$ cat src/rtl/sram_arb_pkg.sv
// Shared definitions for the external SRAM arbiter: FSM state encoding,
// default bus widths and the number of requesting ports.
package sram_arb_pkg;

    localparam int DEF_AW    = 19;
    localparam int DEF_DW    = 16;
    localparam int NUM_PORTS = 2;

    typedef logic [2:0] state_t;

    localparam state_t ST_IDLE  = 3'd0;
    localparam state_t ST_SETUP = 3'd1;
    localparam state_t ST_WRITE = 3'd2;
    localparam state_t ST_HOLD  = 3'd3;
    localparam state_t ST_READ  = 3'd4;

endpackage

$ cat src/rtl/rr_arb2.sv
// Two-way round-robin pick: a lone request always wins, a tie goes to the
// port that was not granted last. Output is one-hot (or zero when idle).
module rr_arb2 (
    input  logic [1:0] req,
    input  logic       last,
    output logic [1:0] grant
);

    always_comb begin
        grant = req;
        if (req == 2'b11) begin
            grant = last ? 2'b01 : 2'b10;
        end
    end

endmodule

$ cat src/rtl/sram_arbiter.sv
// Serialises two requesters onto the async 512Kx16 SRAM core, generating
// setup / write-pulse / hold timing and returning read data to the owner.
module sram_arbiter
    import sram_arb_pkg::*;
#(
    parameter int AW       = DEF_AW,
    parameter int DW       = DEF_DW,
    parameter int WR_PULSE = 2,
    parameter int RD_WAIT  = 2
) (
    input  logic                 CLOCK_50,
    input  logic                 rst_n,
    input  logic [NUM_PORTS-1:0] req,
    input  logic [NUM_PORTS-1:0] we,
    input  logic [AW-1:0]        addr0,
    input  logic [AW-1:0]        addr1,
    input  logic [DW-1:0]        wdata0,
    input  logic [DW-1:0]        wdata1,
    output logic [NUM_PORTS-1:0] gnt,
    output logic [NUM_PORTS-1:0] rvalid,
    output logic [DW-1:0]        rdata,
    output logic                 busy,
    output logic [AW-1:0]        sram_addr,
    output logic [DW-1:0]        sram_wdata,
    input  logic [DW-1:0]        sram_rdata,
    output logic                 sram_we
);

    localparam int MAX_WAIT = (WR_PULSE > RD_WAIT) ? WR_PULSE : RD_WAIT;
    localparam int CW       = $clog2(MAX_WAIT + 1);

    state_t               state;
    logic [CW-1:0]        cnt;
    logic                 we_q;
    logic                 owner;
    logic                 last;
    logic [NUM_PORTS-1:0] pick;
    logic                 win;

    rr_arb2 u_arb (
        .req   (req),
        .last  (last),
        .grant (pick)
    );

    assign win  = pick[1];
    assign busy = (state != ST_IDLE);

    // sram_we is a register so it only rises one full setup cycle after the
    // address was latched and falls one hold cycle before it may change again.
    always_ff @(posedge CLOCK_50 or negedge rst_n) begin
        if (!rst_n) begin
            state      <= ST_IDLE;
            cnt        <= '0;
            we_q       <= 1'b0;
            owner      <= 1'b0;
            last       <= 1'b1;
            gnt        <= '0;
            rvalid     <= '0;
            rdata      <= '0;
            sram_addr  <= '0;
            sram_wdata <= '0;
            sram_we    <= 1'b0;
        end else begin
            gnt    <= '0;
            rvalid <= '0;
            case (state)
                ST_IDLE: begin
                    if (|req) begin
                        owner     <= win;
                        last      <= win;
                        we_q      <= we[win];
                        gnt       <= pick;
                        sram_addr <= win ? addr1 : addr0;
                        if (we[win]) begin
                            sram_wdata <= win ? wdata1 : wdata0;
                        end
                        state <= ST_SETUP;
                    end
                end
                ST_SETUP: begin
                    cnt     <= '0;
                    sram_we <= we_q;
                    state   <= we_q ? ST_WRITE : ST_READ;
                end
                ST_WRITE: begin
                    if (cnt == CW'(WR_PULSE - 1)) begin
                        sram_we <= 1'b0;
                        state   <= ST_HOLD;
                    end else begin
                        cnt <= cnt + CW'(1);
                    end
                end
                ST_HOLD: begin
                    state <= ST_IDLE;
                end
                ST_READ: begin
                    if (cnt == CW'(RD_WAIT - 1)) begin
                        rdata         <= sram_rdata;
                        rvalid[owner] <= 1'b1;
                        state         <= ST_IDLE;
                    end else begin
                        cnt <= cnt + CW'(1);
                    end
                end
                default: begin
                    sram_we <= 1'b0;
                    state   <= ST_IDLE;
                end
            endcase
        end
    end

endmodule

$ cat config.mk
export PLATFORM = sky130hd
export DESIGN_NAME = sram_arbiter
export DESIGN_NICKNAME = d
export VERILOG_FILES = /design/src/rtl/sram_arb_pkg.sv /design/src/rtl/rr_arb2.sv /design/src/rtl/sram_arbiter.sv
export SDC_FILE = /design/constraint.sdc
export NUM_CORES = 1
export LEC_CHECK = 0
export CAP_MARGIN = 20
export CORE_ASPECT_RATIO = 0.7
export CORE_MARGIN = 1.5
export CORE_UTILIZATION = 39
export DETAILED_ROUTE_END_ITERATION = 7
export PLACE_DENSITY = 0.84
export SLEW_MARGIN = 25
export SYNTH_ARGS = -nofsm -noshare
export SYNTH_HDL_FRONTEND = slang
export SYNTH_SLANG_ARGS = --single-unit
$ cat constraint.sdc
create_clock -name CLOCK_50 -period 2 [get_ports CLOCK_50]
set_input_delay 0.4 -clock CLOCK_50 [delete_from_list [all_inputs] [get_ports CLOCK_50]]
set_output_delay 0.4 -clock CLOCK_50 [all_outputs]
set_load 0.02 [all_outputs]
==> results.md, run 1 <==
* Root buffer cell: clkbuf_8
* Initial drt markers at about 110
* H-tree levels at 3
* Number of synthesized register bits at between 60 and 70
* Antenna-violating nets left at 0
* Delay-heaviest family, CP: buffers and inverters
* Row count at 25
* DR vias/cell at just under 5
* Worst IR Drop VDD at 0.000736 V
* Multi-input gate area at 0.00112 sq mm
* Drt wl/cell at approximately 15 um
* Min-delay worst type: reg -> reg
* TritonCTS buffer count at 9
* Initial Utilization at 0.412
* CP cell instances: nor3_4 -> inv_1 -> dlygate4sd2_1
* Sequential Area at 0.00160 sq mm
* Post-Place Cells at about 480
* Seq/Total Area, Yosys at 0.565
* Vias in the first global route at about 2,400
* Number of max-cap violations at 0
* Worst r2r src: state[0]
* Syn Area/Cell at roughly 12 sq um
* Final setup viols at 0
* Area grow syn2layout at 67.2%
* CTS Buffer Depth at 2
* WL met1 at 3080 um
* Routed met2 length at approximately 3300 um
* Clk_lat worst skew at roughly 0.33 ns
* Top routing layer used: met4
* Slew Viols, Final at 0
* Cell leakage power at 1.98 nW
* Status: finished, final reports clean
* Critical path endpoint category: primary output
* RSZ-0062 raised after global routing: no
* Port Buffer Count at around 150
* Die Y at about 74 um
* Slew @ Worst Pin at between 0.3 and 0.4 ns
* RD Place Congestion at just under 0.8
* Die Width at ~100 um
* Total GRT Usage at 0.193
* Clock Skew at a little under 0.006 ns
* Final Core Density at 0.689
* Cells after Synth at between 200 and 250
* WL met3 at around 740 um
* PwrDens at about 1500 mW/mm^2
* Layout cells sized above 1 at 0.156
* Yosys warns at 0
* Crit start category: flop
* Hpwl dp at 5540 um
* Final #Nets at about 500
* Pwr Total at just over 7 mW
* Crit path time final at about 1.8 ns
* Yosys cell types at 34
* Relative slew slack at 0.742
* DRC at 0
* Synth Cell Area at 0.00284 sq mm
* Syn nets at 328
* TritonCTS clock tree: yes
* GR Overflow Total at 0
* Reg2Reg Depth at 5
* WP data required at 1.60 ns
* Full die area at 0.00780 sq mm
* Pre-antenna DRT Iters at 4
* Worst EP arrival at ~1.4 ns
* CTS clk-pin slew, worst paths at roughly 0.07 ns
* First-pass GRT wire length at ~11,000 um
* Reg-to-reg setup timing slack at 0.38 ns
* Crit Path Max Fanout at 5
* Final worst-path cycle share at 0.918
* Setup crit start: state[0]
* IO Pins at 149
* Peak Freq at between 0.5 and 0.6 GHz
* CORE AREA at between 0.006 and 0.007 sq mm
* Critical Path Max Stage Delay at just over 0.4 ns
* Inserted Diodes at 0
* CTS sink count at 64
* CP max stage cell: dfrtp_1
* Layout Cells excl Fill at 492
* Fill cells at approximately 500
* Hold Path Cell Cnt at 1
* Initial antenna violation count at 0
* Final hold violations at 0
* Largest net degree at the start of global routing at 41
* CP bufs+invs at 2
* Setup CP Type: reg -> out
* WL final at 7240 um
* Worst r2r dst: rdata[12]
* Hold path start: owner
* Hold EP: rvalid[0]
* Via total after detailed routing at about 2,400
## what timing repair did
action,4_1_cts,5_1_grt
setup endpoints to repair,1,0
hold endpoints to repair,15,0
resized for setup,1,0
setup buffers,0,0
hold buffers,1,0
## stage by stage
stage	area, sq um	TNS (ns)	hold slack, ns	worst slack, ns
floorplan	2840	0	0.104	0.459
global placement	4490	0	0.344	0.0174
detailed placement	4490	-0.00316	0.343	-0.00316
finish	4740	0	0.461	0.163
global route	4740	0	0.492	0.0930
CTS	4740	0	0.472	0.130
## per-layer routing
| layer | track usage | vias up |
|---|---|---|
| li1 | - | 1163 |
| met4 | 0.0959 | 0 |
| met1 | 0.223 | 1120 |
| met2 | 0.313 | 126 |
| met5 | 0 | - |
| met3 | 0.0841 | 13 |
## area by class of cell
class / count / share of cell area
clock buffer: 9 / 0.0261
clock inverter: 7 / 0.0253
inverter: 4 / 0.00317
multi-input combinational: 151 / 0.237
sequential: 64 / 0.338
tap: 94 / 0.0248
timing repair buffer: 163 / 0.346
## state kept, by name, indices dropped and copies added (netlist names)
signal	count
cnt	2
gnt	2
last	1
owner	1
rdata	16
rvalid	2
sram_addr	19
sram_wdata	16
sram_we	1
state	3
we_q	1
## how the worst max path moves through the flow
stage | end | slack, ns | depth (start not counted)
after global routing | busy | 0.09 | 3
after global placement | sram_addr[15] | 0.02 | 5
after floorplan | rdata[0] | 0.46 | 6
final | busy | 0.16 | 3
after detailed placement | sram_addr[1] | -0.003 | 5
after CTS | busy | 0.13 | 3
## cells by family after synthesis
kind of cell | count (synthesis) | synth area share
adders and majority gates | 1 | 0.00441
AOI/OAI and AO/OA | 69 | 0.180
buffers and inverters | 20 | 0.0406
and+or+nand+nor | 44 | 0.0728
DFF | 64 | 0.565
xor gates and xnor gates | 1 | 0.00309
muxes | 36 | 0.135
## worst register-to-register path, delay by kind of cell, from the launching register on
family / cells / cell delay, ns
AND/OR/NAND/NOR: 2 / 0.31
multiplexers: 1 / 0.37
buffers and inverters: 2 / 0.42
flip-flops: 1 / 0.41
## cell usage in the layout (no fill, tap or decap), types with 2 or more instances in the layout
cell / instances
a21o_1: 2
a21oi_1: 3
a2bb2oi_1: 7
a2bb2oi_2: 9
a31oi_1: 2
and2_1: 2
buf_12: 4
buf_4: 10
bufinv_16: 3
clkbuf_8: 9
clkdlybuf4s50_1: 146
clkinv_4: 2
dfrtp_1: 63
inv_1: 4
mux2_1: 2
mux2_2: 15
mux2i_1: 19
nand2_1: 27
nor2_1: 6
nor3b_1: 2
o21ai_0: 26
o22ai_1: 16
## cell usage after synthesis (all sizes together)
cell type	number	area share
mux2i	19	0.067
nand3b	1	0.0026
nor3	1	0.0057
ha	1	0.0044
a21boi	1	0.0040
buf	11	0.029
and2	2	0.0044
a21oi	4	0.011
inv	4	0.0053
nand2b	1	0.0022
xnor2	1	0.0031
dfstp	1	0.0093
nand2	28	0.038
and3	1	0.0022
mux2	17	0.067
o21ai	27	0.048
clkbuf	5	0.0066
a2bb2oi	16	0.069
o22ai	16	0.035
a21o	2	0.0053
dfrtp	63	0.56
nor2b	1	0.0022
a22oi	1	0.0026
nor2	7	0.010
nor3b	2	0.0053
a31oi	2	0.0044
## power by group
part	internal (mW)	switching [mW]
clock network	0.829	0.500
registers	1.92	0.369
logic	1.84	1.74
Power figures use the tool's default switching activity.
==> run 2, diff against run 1 <==
- GPL_TIMING_DRIVEN: not set -> 0
==> run 2 against run 1 <==
Effect of this change:
- first-iteration DRC count down 21%
- largest cell class unchanged
- sequential power hardly changed
- critical path depth grew 1
- flip-flop and latch count unchanged
- via count increased by 1.8%
- core utilization down 0.53 points
==> results.md, run 2 (synthesis gave the netlist of run 1 again) <==
* Status: finished, final reports clean
* Pre-antenna DRT Iters at 5 (+1)
* WL final at 7500 um (+3.5%)
* TritonCTS clock tree: yes
* Final hold violations at 0 (unchanged)
* Critical path endpoint category: primary output
* Via total after detailed routing at 2,466 (+1.8%)
* RD Place Congestion at 0.788 (+1.1%)
* Largest regs: sram_addr (19), rdata (16), sram_wdata (16)
* Crit Path Max Fanout at 10 (+5)
* Crit start category: flop
* PwrDens at 1520 mW/mm^2 (about the same)
* Root buffer cell: clkbuf_8
* Total GRT Usage at 0.197 (+0.00410)
* TNS Setup at 0 ns (unchanged)
* Port Buffer Count at 148 (unchanged)
* Layout cells sized above 1 at 0.150 (-0.00615)
* Number of max-cap violations at 0 (unchanged)
* Die Y at 74.4 um (unchanged)
* CORE AREA at 0.00688 sq mm (unchanged)
* Initial antenna violation count at 0 (unchanged)
* CTS Buffer Depth at 2 (unchanged)
* DR vias/cell at 4.98 (+1.2%)
* Most frequent cells in the layout: 146 x clkdlybuf4s50_1, 63 x dfrtp_1, 27 x nand2_1, 26 x o21ai_0, 19 x mux2i_1
* Die Width at 105 um (unchanged)
* Vias in the first global route at 2,424 (+1.4%)
* Full die area at 0.00780 sq mm (unchanged)
* Peak Freq at 0.532 GHz (-2.4%)
* Largest net degree at the start of global routing at 42 (+2.4%)
* IO Pins at 149 (unchanged)
* Worst EP arrival at 1.48 ns (+0.04 ns)
* Relative slew slack at 0.643 (-0.0995)
* Initial drt markers at 84 (-21%)
* Cell leakage power at 1.97 nW (-0.74%)
* Hpwl dp at 5710 um (+3.1%)
* Final #Nets at 489 (+0.62%)
* Final Core Density at 0.684 (-0.00527)
* Inserted Diodes at 0 (unchanged)
* Drt wl/cell at 15.2 um (+2.9%)
* Max reg flops at 19 (unchanged)
* Slew Viols, Final at 0 (unchanged)
* Crit path time final at 1.88 ns (+0.0448 ns)
* Clk_lat worst skew at 0.33 ns (about the same)
* TritonCTS buffer count at 9 (unchanged)
* RSZ-0062 raised after global routing: no
* Min-delay worst type: reg -> reg
* CTS sink count at 64 (unchanged)
* GR Overflow Total at 0 (unchanged)
* CTS clk-pin slew, worst paths at 0.08 ns (about the same)
* Worst hold slack at 0.447 ns (-0.0134 ns)
* Largest reg by FF count: sram_addr
* Row count at 25 (unchanged)
* Area grow syn2layout at 65.9%
* Most common cell after layout, fill and taps aside: clkdlybuf4s50_1
* Antenna-violating nets left at 0 (unchanged)
* WP data required at 1.60 ns (about the same)
* Slew @ Worst Pin at 0.533 ns (+0.146 ns)
* H-tree levels at 3 (unchanged)
* DRC at 0 (unchanged)
* Final worst-path cycle share at 0.941 (+0.0224)
* Worst IR Drop VDD at 0.000707 V (-4.0%)
* Initial Utilization at 0.412 (unchanged)
* Setup CP Type: reg -> out
* First-pass GRT wire length at 11,700 um (+2.9%)
* Final setup viols at 0 (unchanged)
* Clock Skew at 0.00721 ns (+0.00139 ns)
==> run 2: area by class of cell <==
class	instances	area [sq um]
repair buffers	150	1510
inverters	4	15.0
multi-input cells	151	1120
plain buffers	16	100
clock buffers	11	151
clock inverters	5	86.3
well taps	94	118
fillers	519	2180
flip-flops and latches	64	1600
==> run 2: power by group <==
part           internal [mW]  total (mW)  leakage (nW)  switching, mW
clock                  0.781        1.30         0.121          0.516
combinational           1.80        3.57          1.09           1.77
sequential              1.92        2.28         0.762          0.360
==> run 2: routing by layer <==
layer	wire (um)	track usage	up-vias	part of all wire
li1	-	-	1166	-
met1	3210	0.242	1171	0.43
met2	3490	0.321	120	0.47
met3	711	0.0780	9	0.095
met4	92	0.0700	0	0.012
met5	0	0	-	0
==> run 2: worst max-delay path: stages, from the launching register on <==
cell           delay [ns]
dfrtp_1              0.36
buf_2                0.18
nor3_4               0.19
inv_1                0.09
dlygate4sd2_1        0.33
==> run 2: metrics by stage <==
| stage | cell area [sq um] | setup slack (ns) | power [mW] | std cells |
|---|---|---|---|---|
| after floorplan | 2840 | 0.459 | 4.21 | 235 |
| after global placement | 4440 | -1.51 | 5.79 | 477 |
| after detailed placement | 4450 | -0.226 | 5.92 | 478 |
| after CTS | 4700 | 0.0834 | 7.22 | 495 |
| after global routing | 4710 | 0.0296 | 7.57 | 495 |
| final | 4710 | 0.119 | 7.15 | 495 |
==> run 2: what timing repair did <==
item	4_1_cts	5_1_grt
endpoints found under the setup margin	1	1
resized for setup	1	1
hold buffers	1	0
endpoints found under the hold margin	23	0
setup buffers	0	0
==> run 2: worst paths after layout <==
| kind | startpoint | endpoint | slack [ns] | cells past startpoint |
|---|---|---|---|---|
| max reg2reg | state[2] | sram_wdata[6] | 0.30 | 6 |
| min reg2reg | owner | rvalid[0] | 0.45 | 1 |
| max | state[2] | busy | 0.12 | 4 |
| min in group asynchronous | rst_n | sram_wdata[8] | 0.52 | 2 |
| min | owner | rvalid[0] | 0.45 | 1 |
| max in group asynchronous | rst_n | last | 0.89 | 3 |
==> run 3, diff against run 2 <==
- GPL_TIMING_DRIVEN: 0 -> not set
- PLACE_DENSITY: 0.84 -> 0.86
- SETUP_SLACK_MARGIN: not set -> 0.05
==> run 3 against run 2 <==
Effect of this change:
- global-route usage grew 0.37 points
- clock power fell by 9%
- final cell count fell by 0.40%
- combinational power rose by 2%
- largest cell class unchanged
==> results.md, run 3 (synthesis gave the netlist of run 1 again) <==
* Clock Skew at 0.00626 ns (-0.000949 ns)
* Die Y at 74.4 um (unchanged)
* TritonCTS buffer count at 9 (unchanged)
* Clk_lat worst skew at 0.33 ns (about the same)
* Crit start category: flop
* CP cell instances: nor3_4 -> inv_1 -> dlygate4sd2_1
* Largest net degree at the start of global routing at 65 (+55%)
* Initial drt markers at 156 (+86%)
* CTS sink count at 64 (unchanged)
* Hpwl dp at 5690 um (-0.27%)
* WL final at 7720 um (+3.0%)
* GR Overflow Total at 0 (unchanged)
* Initial Utilization at 0.412 (unchanged)
* Final hold violations at 0 (unchanged)
* Antenna-violating nets left at 0 (unchanged)
* Min-delay worst type: in -> async
* CTS Buffer Depth at 2 (unchanged)
* Die Width at 105 um (unchanged)
* CTS Hold Bufs at 0 (-1)
* Drt wl/cell at 15.7 um (+3.4%)
* Critical Path Max Stage Delay at 0.41 ns (+0.05 ns)
* Clock group share of total power at 0.166 (-0.015)
* Peak Freq at 0.548 GHz (+3.2%)
* Most frequent cells in the layout: 146 x clkdlybuf4s50_1, 63 x dfrtp_1, 27 x nand2_1, 26 x o21ai_0, 19 x mux2i_1
* Full die area at 0.00780 sq mm (unchanged)
* Area grow syn2layout at 65.9% (unchanged)
* Largest regs: sram_addr (19), rdata (16), sram_wdata (16)
* Final #Nets at 488 (-0.20%)
* Delay-heaviest family, CP: buffers and inverters
* CP max stage cell: dfrtp_1
* Sw frac at 0.370 (-0.000963)
* Vias in the first global route at 2,491 (+2.8%)
* CORE AREA at 0.00688 sq mm (unchanged)
* Max reg flops at 19 (unchanged)
* Worst r2r src: state[0]
* CP bufs+invs at 2 (-1)
* Worst r2r dst: rdata[9]
* WP data required at 1.60 ns (about the same)
* Crit path time final at 1.82 ns (-0.0576 ns)
* IO Pins at 149 (unchanged)
* RD Place Congestion at 0.760 (-3.6%)
* Row count at 25 (unchanged)
* TritonCTS clock tree: yes
* Largest reg by FF count: sram_addr
* PwrDens at 1510 mW/mm^2 (-0.63%)
* Share of total power in sequential cells at 0.324 (+0.005)
* Internal at 4.48 mW (-0.47%)
* Final setup viols at 0 (unchanged)
* Total GRT Usage at 0.200 (+0.00367)
* Multi-input gate area at 0.00112 sq mm (-0.22%)
* H-tree levels at 3 (unchanged)
* Pre-antenna DRT Iters at 4 (-1)
* First-pass GRT wire length at 12,000 um (+2.3%)
* Slew @ Worst Pin at 0.361 ns (-0.172 ns)
* Critical path endpoint category: primary output
* Slew Viols, Final at 0 (unchanged)
* Port Buffer Count at 148 (unchanged)
* Post-Place Cells at 476 (-0.42%)
* RSZ-0062 raised after global routing: no
* DRC at 0 (unchanged)
* Fill cells at 516 (-0.58%)
* Final worst-path cycle share at 0.912 (-0.0288)
* DR vias/cell at 4.98 (-0.12%)
* Layout Cells excl Fill at 493 (-0.40%)
* Via total after detailed routing at 2,453 (-0.53%)
* Cell leakage power at 1.98 nW (+0.49%)
* Layout cells sized above 1 at 0.160 (+0.0108)
* Setup CP Type: reg -> out
* Setup crit start: state[2]
* TNS Setup at 0 ns (unchanged)
* Number of max-cap violations at 0 (unchanged)
* Initial antenna violation count at 0 (unchanged)
* Crit Path Max Fanout at 4 (-6)
* Logic gate share of total power at 0.510 (+0.011)
* Sequential Area at 0.00160 sq mm (unchanged)
* Relative slew slack at 0.759 (+0.117)
* Most common cell after layout, fill and taps aside: clkdlybuf4s50_1
* Reg2Reg Depth at 5 (-1)
* Worst IR Drop VDD at 0.000651 V (-8.0%)
* Status: finished, final reports clean
* Switch Pwr at 2.63 mW (-0.88%)
* Reg-to-reg setup timing slack at 0.35 ns (+0.05 ns)
* Worst EP arrival at 1.42 ns (-0.06 ns)
* Root buffer cell: clkbuf_8
* CTS clk-pin slew, worst paths at 0.07 ns (about the same)
* Inserted Diodes at 0 (unchanged)
==> run 3: per-stage QoR <==
stage,hold slack [ns],cell area (sq um),utilization,power (mW),setup slack [ns]
after floorplan,0.104,2840,-,4.21,0.459
after global placement,0.432,4480,0.652,5.80,0.0463
after detailed placement,0.440,4480,0.652,5.94,0.0131
after CTS,0.0795,4690,0.682,7.14,0.107
after global routing,0.0927,4710,0.684,7.52,0.0959
final,0.0707,4710,0.684,7.11,0.176
==> run 3: power groups by stage <==
stage	Clock [mW]	Combinational (mW)	Sequential (mW)
after floorplan	0	1.27	2.94
after detailed placement	0	3.61	2.33
after CTS	1.22	3.62	2.30
final	1.18	3.63	2.30
after global routing	1.28	3.86	2.38
after global placement	0	3.52	2.29
==> run 3: repair_timing <==
item | 4_1_cts | 5_1_grt
setup buffers | 0 | 2
endpoints found under the hold margin | 0 | 0
setup endpoints to repair | 1 | 1
resized for setup | 1 | 0
pin swaps | 0 | 1
==> run 3: final cells by class <==
type,instances,share of cell area
timing repair buffer,165,0.349
sequential,64,0.341
multi-input combinational,151,0.239
clock buffer,9,0.0263
tap,94,0.0250
clock inverter,6,0.0178
inverter,4,0.00319
==> run 3: how the worst max path moves through the flow <==
stage,endpoint,slack [ns],depth (start not counted)
2_1_floorplan,rdata[0],0.46,6
3_3_place_gp,sram_addr[2],0.05,5
3_5_place_dp,sram_addr[10],0.01,5
4_1_cts,busy,0.11,3
5_1_grt,busy,0.1,3
6_report,busy,0.18,3
==> run 3: worst register-to-register path, cell delays in order (launching register included) <==
cell and delay [ns]:
dfrtp_1 0.41, buf_4 0.18, nor2_1 0.14, and3_1 0.17, buf_4 0.25, mux2_2 0.38
==> run 3: routing by layer <==
layer	GRT usage	routed length, um	vias up
li1	-	-	1167
met1	0.227	3200	1160
met2	0.343	3680	120
met3	0.0947	761	6
met4	0.0639	75	0
met5	0	0	-
